[config.mk]
export PLATFORM = sky130hd
export DESIGN_NAME = dma_ctrl
export DESIGN_NICKNAME = d
export VERILOG_FILES = /design/src/rtl/dma_ctrl_pkg.sv /design/src/rtl/dma_copy_fsm.sv /design/src/rtl/dma_ctrl.sv
export SDC_FILE = /design/constraint.sdc
export NUM_CORES = 1
export LEC_CHECK = 0
export CAP_MARGIN = 20
export CORE_ASPECT_RATIO = 0.9
export CORE_MARGIN = 2
export CORE_UTILIZATION = 32
export CTS_CLUSTER_DIAMETER = 50
export CTS_CLUSTER_SIZE = 20
export DETAILED_ROUTE_END_ITERATION = 10
export PLACE_DENSITY_LB_ADDON = 0.12
export SKIP_CTS_REPAIR_TIMING = 1
export SLEW_MARGIN = 20
export SYNTH_ARGS = -nofsm -noshare
export SYNTH_HDL_FRONTEND = slang
export SYNTH_SLANG_ARGS = --single-unit
[constraint.sdc]
create_clock -name clk -period 3.1 [get_ports clk]
set_input_delay 0.62 -clock clk [delete_from_list [all_inputs] [get_ports clk]]
set_output_delay 0.62 -clock clk [all_outputs]
set_load 0.02 [all_outputs]
[src/rtl/dma_ctrl_pkg.sv]
// dma_ctrl_pkg: shared constants and types for the DMA controller.
// Register offsets (word index, byte address bits [4:2]), CTRL/STATUS bit
// positions, data width and the copy-engine state encoding.
package dma_ctrl_pkg;

   localparam int XLEN      = 32;
   localparam int DMA_LEN_W = 16;

   // Register word index taken from byte address bits [4:2]
   localparam logic [2:0] DMA_REG_SRC    = 3'd0;  // 0x00
   localparam logic [2:0] DMA_REG_DST    = 3'd1;  // 0x04
   localparam logic [2:0] DMA_REG_LEN    = 3'd2;  // 0x08
   localparam logic [2:0] DMA_REG_CTRL   = 3'd3;  // 0x0C
   localparam logic [2:0] DMA_REG_STATUS = 3'd4;  // 0x10

   // CTRL bits
   localparam int CTRL_START  = 0;
   localparam int CTRL_IRQ_EN = 1;

   // STATUS bits
   localparam int STAT_BUSY = 0;
   localparam int STAT_DONE = 1;
   localparam int STAT_ERR  = 2;

   // Copy engine states
   typedef enum logic [1:0] {
      S_IDLE = 2'd0,
      S_RD   = 2'd1,
      S_WR   = 2'd2,
      S_FIN  = 2'd3
   } dma_state_e;

endpackage

[src/rtl/dma_copy_fsm.sv]
// dma_copy_fsm: word-copy engine behind the DMA register file.
// Owns the working address/length copies, the one-word data buffer and the
// memory master port. Each word costs one read then one write; the master
// signals are pure functions of registered state, so they stay stable while
// waiting for ready.
module dma_copy_fsm
   import dma_ctrl_pkg::*;
#(
   parameter int LEN_W = DMA_LEN_W
) (
   input  logic             clk,
   input  logic             rst,
   input  logic             start,
   input  logic [XLEN-1:0]  src,
   input  logic [XLEN-1:0]  dst,
   input  logic [LEN_W-1:0] len,
   output logic             busy,
   output logic             done_pulse,
   output logic             dma_mem_req,
   output logic             dma_mem_we,
   output logic [XLEN-1:0]  dma_mem_addr,
   output logic [XLEN-1:0]  dma_mem_wdata,
   input  logic [XLEN-1:0]  dma_mem_rdata,
   input  logic             dma_mem_ready
);

   dma_state_e       state, state_next;
   logic [XLEN-1:0]  cur_src, cur_dst, data_buf;
   logic [LEN_W-1:0] remaining;

   // State register with synchronous reset.
   // NOTE: clocked state uses non-blocking (<=) so every flop samples pre-edge values.
   always_ff @(posedge clk) begin
      if (rst) state <= S_IDLE;
      else     state <= state_next;
   end

   // Working copies and data buffer: load on start, advance on each handshake.
   always_ff @(posedge clk) begin
      if (rst) begin
         cur_src   <= '0;
         cur_dst   <= '0;
         remaining <= '0;
         data_buf  <= '0;
      end else begin
         case (state)
            S_IDLE: if (start) begin
               cur_src   <= src;
               cur_dst   <= dst;
               remaining <= len;
            end
            S_RD: if (dma_mem_ready) data_buf <= dma_mem_rdata;
            S_WR: if (dma_mem_ready) begin
               cur_src   <= cur_src + XLEN'(4);
               cur_dst   <= cur_dst + XLEN'(4);
               remaining <= remaining - LEN_W'(1);
            end
            default: ;
         endcase
      end
   end

   // Next state and master-port outputs.
   // NOTE: every output of this block is given a default first so no latch is inferred.
   always_comb begin
      state_next    = state;
      busy          = 1'b1;
      done_pulse    = 1'b0;
      dma_mem_req   = 1'b0;
      dma_mem_we    = 1'b0;
      dma_mem_addr  = cur_src;
      dma_mem_wdata = data_buf;
      case (state)
         S_IDLE: begin
            busy = 1'b0;
            if (start) state_next = S_RD;
         end
         S_RD: begin
            dma_mem_req = 1'b1;
            if (dma_mem_ready) state_next = S_WR;
         end
         S_WR: begin
            dma_mem_req  = 1'b1;
            dma_mem_we   = 1'b1;
            dma_mem_addr = cur_dst;
            if (dma_mem_ready)
               state_next = (remaining == LEN_W'(1)) ? S_FIN : S_RD;
         end
         S_FIN: begin
            done_pulse = 1'b1;
            state_next = S_IDLE;
         end
         default: state_next = S_IDLE;
      endcase
   end

endmodule

[src/rtl/dma_ctrl.sv]
// dma_ctrl: MMIO-programmed word-copy DMA.
// Register file (SRC, DST, LEN, CTRL, STATUS) on a zero-wait MMIO slave port,
// copy engine in dma_copy_fsm. Optional interrupt output built only when the
// macro DMA_IRQ_EN is defined; otherwise dma_irq is 0 and CTRL.IRQ_EN reads 0.
module dma_ctrl
   import dma_ctrl_pkg::*;
#(
   parameter int LEN_W = DMA_LEN_W
) (
   input  logic            clk,
   input  logic            rst,
   input  logic            dma_mmio_req,
   input  logic            dma_mmio_we,
   input  logic [XLEN-1:0] dma_mmio_addr,
   input  logic [XLEN-1:0] dma_mmio_wdata,
   output logic [XLEN-1:0] dma_mmio_rdata,
   output logic            dma_mmio_ready,
   output logic            dma_mem_req,
   output logic            dma_mem_we,
   output logic [XLEN-1:0] dma_mem_addr,
   output logic [XLEN-1:0] dma_mem_wdata,
   input  logic [XLEN-1:0] dma_mem_rdata,
   input  logic            dma_mem_ready,
   output logic            dma_irq
);

   logic [XLEN-1:0]  src_q, dst_q;
   logic [LEN_W-1:0] len_q;
   logic             done_q, err_q, done_next, err_next;
   logic             busy, done_pulse, irq_en_rd;
   logic [2:0]       reg_sel;
   logic             wr, wr_ctrl, wr_status, start_req, misaligned, fsm_start;
   logic             unused_addr_bits;

   assign reg_sel          = dma_mmio_addr[4:2];
   assign unused_addr_bits = ^{dma_mmio_addr[XLEN-1:5], dma_mmio_addr[1:0]};
   assign dma_mmio_ready   = dma_mmio_req;

   assign wr         = dma_mmio_req & dma_mmio_we;
   assign wr_ctrl    = wr && (reg_sel == DMA_REG_CTRL);
   assign wr_status  = wr && (reg_sel == DMA_REG_STATUS);
   assign start_req  = wr_ctrl & dma_mmio_wdata[CTRL_START] & ~busy;
   assign misaligned = (|src_q[1:0]) | (|dst_q[1:0]);
   assign fsm_start  = start_req & ~misaligned & (len_q != '0);

   // Sticky status next-state: W1C first, then sets, so a set wins a collision.
   always_comb begin
      done_next = done_q;
      err_next  = err_q;
      if (wr_status && dma_mmio_wdata[STAT_DONE]) done_next = 1'b0;
      if (wr_status && dma_mmio_wdata[STAT_ERR])  err_next  = 1'b0;
      if (start_req && misaligned) begin
         err_next  = 1'b1;
         done_next = 1'b1;
      end else if (start_req && (len_q == '0)) begin
         done_next = 1'b1;
      end
      if (done_pulse) done_next = 1'b1;
   end

   // Architectural registers (frozen while busy) and status flags.
   always_ff @(posedge clk) begin
      if (rst) begin
         src_q  <= '0;
         dst_q  <= '0;
         len_q  <= '0;
         done_q <= 1'b0;
         err_q  <= 1'b0;
      end else begin
         if (wr && !busy && reg_sel == DMA_REG_SRC) src_q <= dma_mmio_wdata;
         if (wr && !busy && reg_sel == DMA_REG_DST) dst_q <= dma_mmio_wdata;
         if (wr && !busy && reg_sel == DMA_REG_LEN) len_q <= dma_mmio_wdata[LEN_W-1:0];
         done_q <= done_next;
         err_q  <= err_next;
      end
   end

`ifdef DMA_IRQ_EN
   logic irq_en_q, irq_en_next, irq_q;

   assign irq_en_next = wr_ctrl ? dma_mmio_wdata[CTRL_IRQ_EN] : irq_en_q;

   // Interrupt enable and level irq, registered from next-state so it moves with STATUS.
   always_ff @(posedge clk) begin
      if (rst) begin
         irq_en_q <= 1'b0;
         irq_q    <= 1'b0;
      end else begin
         irq_en_q <= irq_en_next;
         irq_q    <= irq_en_next & (done_next | err_next);
      end
   end

   assign irq_en_rd = irq_en_q;
   assign dma_irq   = irq_q;
`else
   assign irq_en_rd = 1'b0;
   assign dma_irq   = 1'b0;
`endif

   // Combinational read mux; drives 0 when no access is in progress.
   always_comb begin
      dma_mmio_rdata = '0;
      if (dma_mmio_req) begin
         case (reg_sel)
            DMA_REG_SRC:    dma_mmio_rdata = src_q;
            DMA_REG_DST:    dma_mmio_rdata = dst_q;
            DMA_REG_LEN:    dma_mmio_rdata = {{(XLEN-LEN_W){1'b0}}, len_q};
            DMA_REG_CTRL:   dma_mmio_rdata = {{(XLEN-2){1'b0}}, irq_en_rd, 1'b0};
            DMA_REG_STATUS: dma_mmio_rdata = {{(XLEN-3){1'b0}}, err_q, done_q, busy};
            default:        dma_mmio_rdata = '0;
         endcase
      end
   end

   dma_copy_fsm #(.LEN_W(LEN_W)) u_copy (
      .clk           (clk),
      .rst           (rst),
      .start         (fsm_start),
      .src           (src_q),
      .dst           (dst_q),
      .len           (len_q),
      .busy          (busy),
      .done_pulse    (done_pulse),
      .dma_mem_req   (dma_mem_req),
      .dma_mem_we    (dma_mem_we),
      .dma_mem_addr  (dma_mem_addr),
      .dma_mem_wdata (dma_mem_wdata),
      .dma_mem_rdata (dma_mem_rdata),
      .dma_mem_ready (dma_mem_ready)
   );

endmodule
Word-level counts from Yosys, hierarchy flattened --
Index checks and enable logic that the tools add are counted.
Word-level totals: register bits after elaboration 196, input bits 101, output and inout port bits 100, word-level logic and storage cells 81
Cells by class: bitwise gates (word level) 7, mux-type cells 27, $add $sub $neg 3, equality and inequality tests 11, reduce and logical (&&, ||, !) cells 23
Operators with widths (count):
- 2-to-1 mux 32 bit | 6
- case mux 32 bit (2 select lines) | 2
- case mux 32 bit (4 select lines) | 1
- adder 32 x 3 -> 32 bit, second input constant | 2
- 2-to-1 mux 16 bit | 2
- case mux 16 bit (2 select lines) | 1
- equality test 16 x 1 -> 1 bit, second input constant | 1
- zero test 16 bit | 1
- nonzero test 16 bit | 1
- subtractor 16 x 1 -> 16 bit, second input constant | 1
- logical AND 1 bit | 10
- 2-to-1 mux 1 bit | 10
- 2-to-1 mux 2 bit | 4
- case mux 2 bit (4 select lines) | 1
- equality test 3 x 2 -> 1 bit, second input constant | 2
- inequality test 2 bit, second input constant | 3
- AND reduction 3 bit | 2
- OR reduction 2 bit | 3
- bitwise AND 1 bit | 5
- equality test 2 bit, second input constant | 2
- nonzero test 2 bit | 2
- nonzero test 4 bit | 1
- equality test 3 x 1 -> 1 bit, second input constant | 1
- equality test 3 bit, second input constant | 1
- 6 further kinds | 6

Depth between registers and ports, before layout --
word-level depth 8, depth in mapped cells 11

Hierarchy --
Synthesis repeated with hierarchy kept, for this count alone.
Second synthesis, totals: cell total of the unflattened synthesis 1341, area total of the unflattened synthesis 10371.2 um^2
Modules (own cells, without submodules):
- dma_copy_fsm | cells each 869, instances 1, seq. area each 2282.2 um^2, area an instance 6729.0 um^2
- dma_ctrl | cells each 472, instances 1, seq. area each 1641.6 um^2, area an instance 3642.2 um^2

Least setup slack after synthesis --
No wires, ideal clock.
path type reg-to-output, from register u_copy.state[0], to output port dma_mem_addr[21], setup slack 0.301 ns, buffers on the path 4, data arrival time 2.179 ns, stages on the path, launching flop included 9, cells stage by stage dfxtp_1 > inv_1 > ha_1 > clkbuf_1 > clkbuf_1 > clkbuf_1 > clkbuf_1 > nand2_1 > o21ai_0
Between the ends: longest elaborated chain between the ends 2
RTL lines:
- start, declared | line dma_copy_fsm.sv:27 | dma_state_e state, state_next;
- start signal, assigned | line dma_copy_fsm.sv:35 | else state <= state_next;
- equality test 2 bit | line dma_copy_fsm.sv:73 | case (state)
- 2-to-1 mux 32 bit | line dma_copy_fsm.sv:73
- end, declared | line dma_ctrl.sv:20 | output logic [XLEN-1:0] dma_mem_addr,
No other way between the ends.

Final worst setup path --
from register u_copy.state[0], to output port dma_mem_addr[5]
The elaborated chain is that of the path after synthesis.

==> qor_table.md <==
| Metric | Value | Unit |
| --- | --- | --- |
| Chip Width | 196 | um |
| Synth Cell Area | 0.0106 | mm2 |
| Critical path peak fanout | 8 | - |
| Maximum count of clock buffers along a single path | 2 | - |
| Crit Path Category | flip-flop to primary output | - |
| Power density relative to cell area | 516 | mW/mm2 |
| Root buffer cell | clkbuf_16 | - |
| Setup WS post-layout | 0.0426 | ns |
| Detailed-route wire length | 41300 | um |
| FF-to-FF setup slack | 0.40 | ns |
| Origin of the worst min-delay path | u_copy.dma_mem_wdata[24]$_SDFFE_PP0P_ | - |
| Count of boundary I/O pins | 201 | - |
| # rows | 63 | - |
| Worst slew margin relative to its limit | 42.4 | % |
| Cell type with the largest total area after synthesis | dfxtp_1 | - |
| Synth Warn # | 0 | - |
| Worst Setup Slack post-DPL | -0.228 | ns |
| Initial antenna violation count | 1 | - |
| CP arrival | 2.44 | ns |
| Crit path time final | 3.06 | ns |
| Average via count per standard cell | 5.64 | - |
| Starting utilization of the core area | 32.4 | % |
| Crit start category | flip-flop | - |
| Setup repair after global routing missed its margin | no | - |
| Most common library cells after synthesis | nand2_1 (284), a21oi_1 (200), dfxtp_1 (196), clkbuf_1 (102), nor2_1 (84) | - |
| Proportion of netlist area held by the largest area contributor | 36.9 | % |
| Number of enable flip-flop cells after synthesis | 0 | - |
| Number of endpoints with negative hold slack in the final report | 0 | - |
| Worst Hold Depth | 2 | - |
| Final-report setup violation count | 0 | - |
| Core Area | 0.0329 | mm2 |
| Peak ir drop on the vdd network | 0.402 | mV |
| Number of DRC markers in iteration 0 | 1164 | - |
| Cell area after layout | 0.0140 | mm2 |
| Hold Path Class | flip-flop to flip-flop | - |
| Clock buffers created by TritonCTS | 17 | - |
| Primary FF master, synth | dfxtp_1 | - |
| Number of distinct library cells after synthesis | 72 | - |
| Clock tree from TritonCTS | built | - |
| Average wire length per cell after detail routing | 20.4 | um |
| Actual transition at the worst max-transition pin | 0.858 | ns |
| Cells after Synth | 1434 | - |
| End point of the worst hold path | u_copy.dma_mem_wdata[24]$_SDFFE_PP0P_ | - |
| Endpoint of the most critical register-to-register path | u_copy.cur_src[16]$_SDFFE_PP0P_ | - |
| Pin count of the biggest net entering global routing | 115 | - |
| Syn_area_per_cell | 7.42 | um2 |
| Run status | finished clean | - |
| Number of antenna cells inserted | 0 | - |
| Number of H-tree levels | 4 | - |
| Post-route setup TNS | 0 | ns |
| Async SR Flop Fraction | 0 | % |
| Fin nets | 1696 | - |
| Sequential element share of the synthesized area | 36.9 | % |
| Max Slew Vio Count | 0 | - |
| Leakage power total | 5.13 | nW |
| Most frequent cell after synthesis | nand2_1 | - |
| Iteration count of the initial detailed-routing pass | 6 | - |
| Net count of the mapped netlist | 1544 | - |
| Max Cap Violations | 0 | - |
| Setup crit end kind | primary output | - |
| Die height | 177 | um |
| Worst hold slack | 0.454 | ns |
| Number of sinks driven by the clock tree | 196 | - |
| Number of storage elements in the synthesis netlist | 196 | - |
| Util after Layout | 42.6 | % |
| Global-route congestion overflow total | 0 | - |
| Reg2Reg Launch Point | len_q[11]$_SDFFE_PP0P_ | - |
| DR DRC count | 0 | - |
| GRT Overall Usage | 23.3 | % |
| Detailed-route via count | 11400 | - |
| Vias in the first global route | 10500 | - |
| Area growth from synthesis to final layout | 31.6 | % |
| Placed cell areas | 0.0133 | mm2 |
| Period utilisation layout | 98.6 | % |
| Skew final | 0.0151 | ns |
| Post-DRT Antenna Nets | 0 | - |
| First-pass GRT wire length | 63000 | um |
| Die ar. | 0.0347 | mm2 |
| F_max | 0.327 | GHz |
| Global placer's final weighted congestion | 0.844 | - |
| Worst R2R Path Depth | 6 | - |
| Clock latency on the worst-skew pair | 0.45 | ns |
| Top area cells in the synthesized netlist | dfxtp_1 (37%), nand2_1 (10%), a21oi_1 (9.4%) | - |
| Layout cells sized above 1 | 11.4 | % |
| Reg clk slew, reported paths | 0.08 | ns |
| Data required time at the worst endpoint | 2.48 | ns |
| Placed wire-length estimate | 29100 | um |
| Count of buffers inserted at the top-level ports | 170 | - |
## registers in the layout (all words and copies together), names as in the netlist
signal                flops
u_copy.remaining         16
u_copy.cur_dst           32
len_q                    16
u_copy.state              2
done_q                    1
dst_q                    32
u_copy.cur_src           32
err_q                     1
src_q                    32
u_copy.dma_mem_wdata     32
## through the flow
stage                     power, mW  cells
after detailed placement       4.97   1984
after floorplan                3.94   1434
after CTS                      7.24   2016
after global routing           7.54   2021
final                          7.22   2021
after global placement         4.95   1984
## cells by family after synthesis
logic type | share of synthesized area (%)
buffers and inverters | 5.82
adders and majority gates | 1.06
and+or+nand+nor | 25.4
DFF | 36.9
AOI/OAI and AO/OA | 26.2
other | 0.0352
muxes | 4.68
## worst max path at each step
stage	endpoint	cells after the start	slack (ns)	startpoint
after floorplan	dma_mem_addr[21]	8	0.30	u_copy.state[0]$_SDFFE_PP0P_
after global placement	dma_mmio_rdata[2]	8	-0.19	dma_mmio_addr[4]
after detailed placement	dma_mmio_rdata[2]	8	-0.23	dma_mmio_addr[4]
after CTS	dma_mmio_rdata[2]	8	-0.24	dma_mmio_addr[4]
after global routing	dma_mem_addr[5]	5	0.004	u_copy.state[0]$_SDFFE_PP0P_
final	dma_mem_addr[5]	5	0.04	u_copy.state[0]$_SDFFE_PP0P_
## critical path, cell delays in order (launching register included)
cell	delay (ns)
dfxtp_1	0.36
inv_1	0.16
ha_4	0.29
buf_4	0.23
mux2_2	0.37
clkdlybuf4s50_1	0.57
## where the power goes
part	switching (mW)	leakage (nW)	internal (mW)	total (mW)
sequential	0.126	1.58	2.64	2.77
clock	1.13	0.277	1.16	2.28
combinational	1.38	3.27	0.797	2.17
total	2.63	5.13	4.59	7.22
## routing by layer
layer	routed length, um	track usage [%]	vias to the layer above
li1	-	-	5489
met1	19600	34.5	5457
met2	17900	34.6	423
met3	3190	4.88	36
met4	559	5.02	0
met5	0	0	-
## final cells by class
class	count	area, um2
clock inverter	14	141
inverter	27	101
timing repair buffer	263	2700
clock buffer	18	439
fill	3363	18900
tap	422	528
sequential	196	3920
multi-input combinational	1081	6170
## cell usage in the layout (no fill, tap or decap), drive strengths merged, types with 7 or more instances in the layout
cell type / instances
nor3: 22
buf: 95
o211ai: 14
dlymetal6s2s: 35
nand4: 31
nand2: 285
and2: 13
a21oi: 200
nor2b: 20
o21ai: 34
o31ai: 45
nor4: 20
nand3: 68
a31oi: 25
ha: 9
a22oi: 19
dfxtp: 196
a32o: 7
and3: 14
o32ai: 11
mux2i: 16
o2bb2ai: 8
o41ai: 7
a211oi: 11
clkdlybuf4s50: 133
clkbuf: 18
inv: 33
o21a: 9
nor2: 84
mux2: 30
Power figures use the tool's default switching activity.
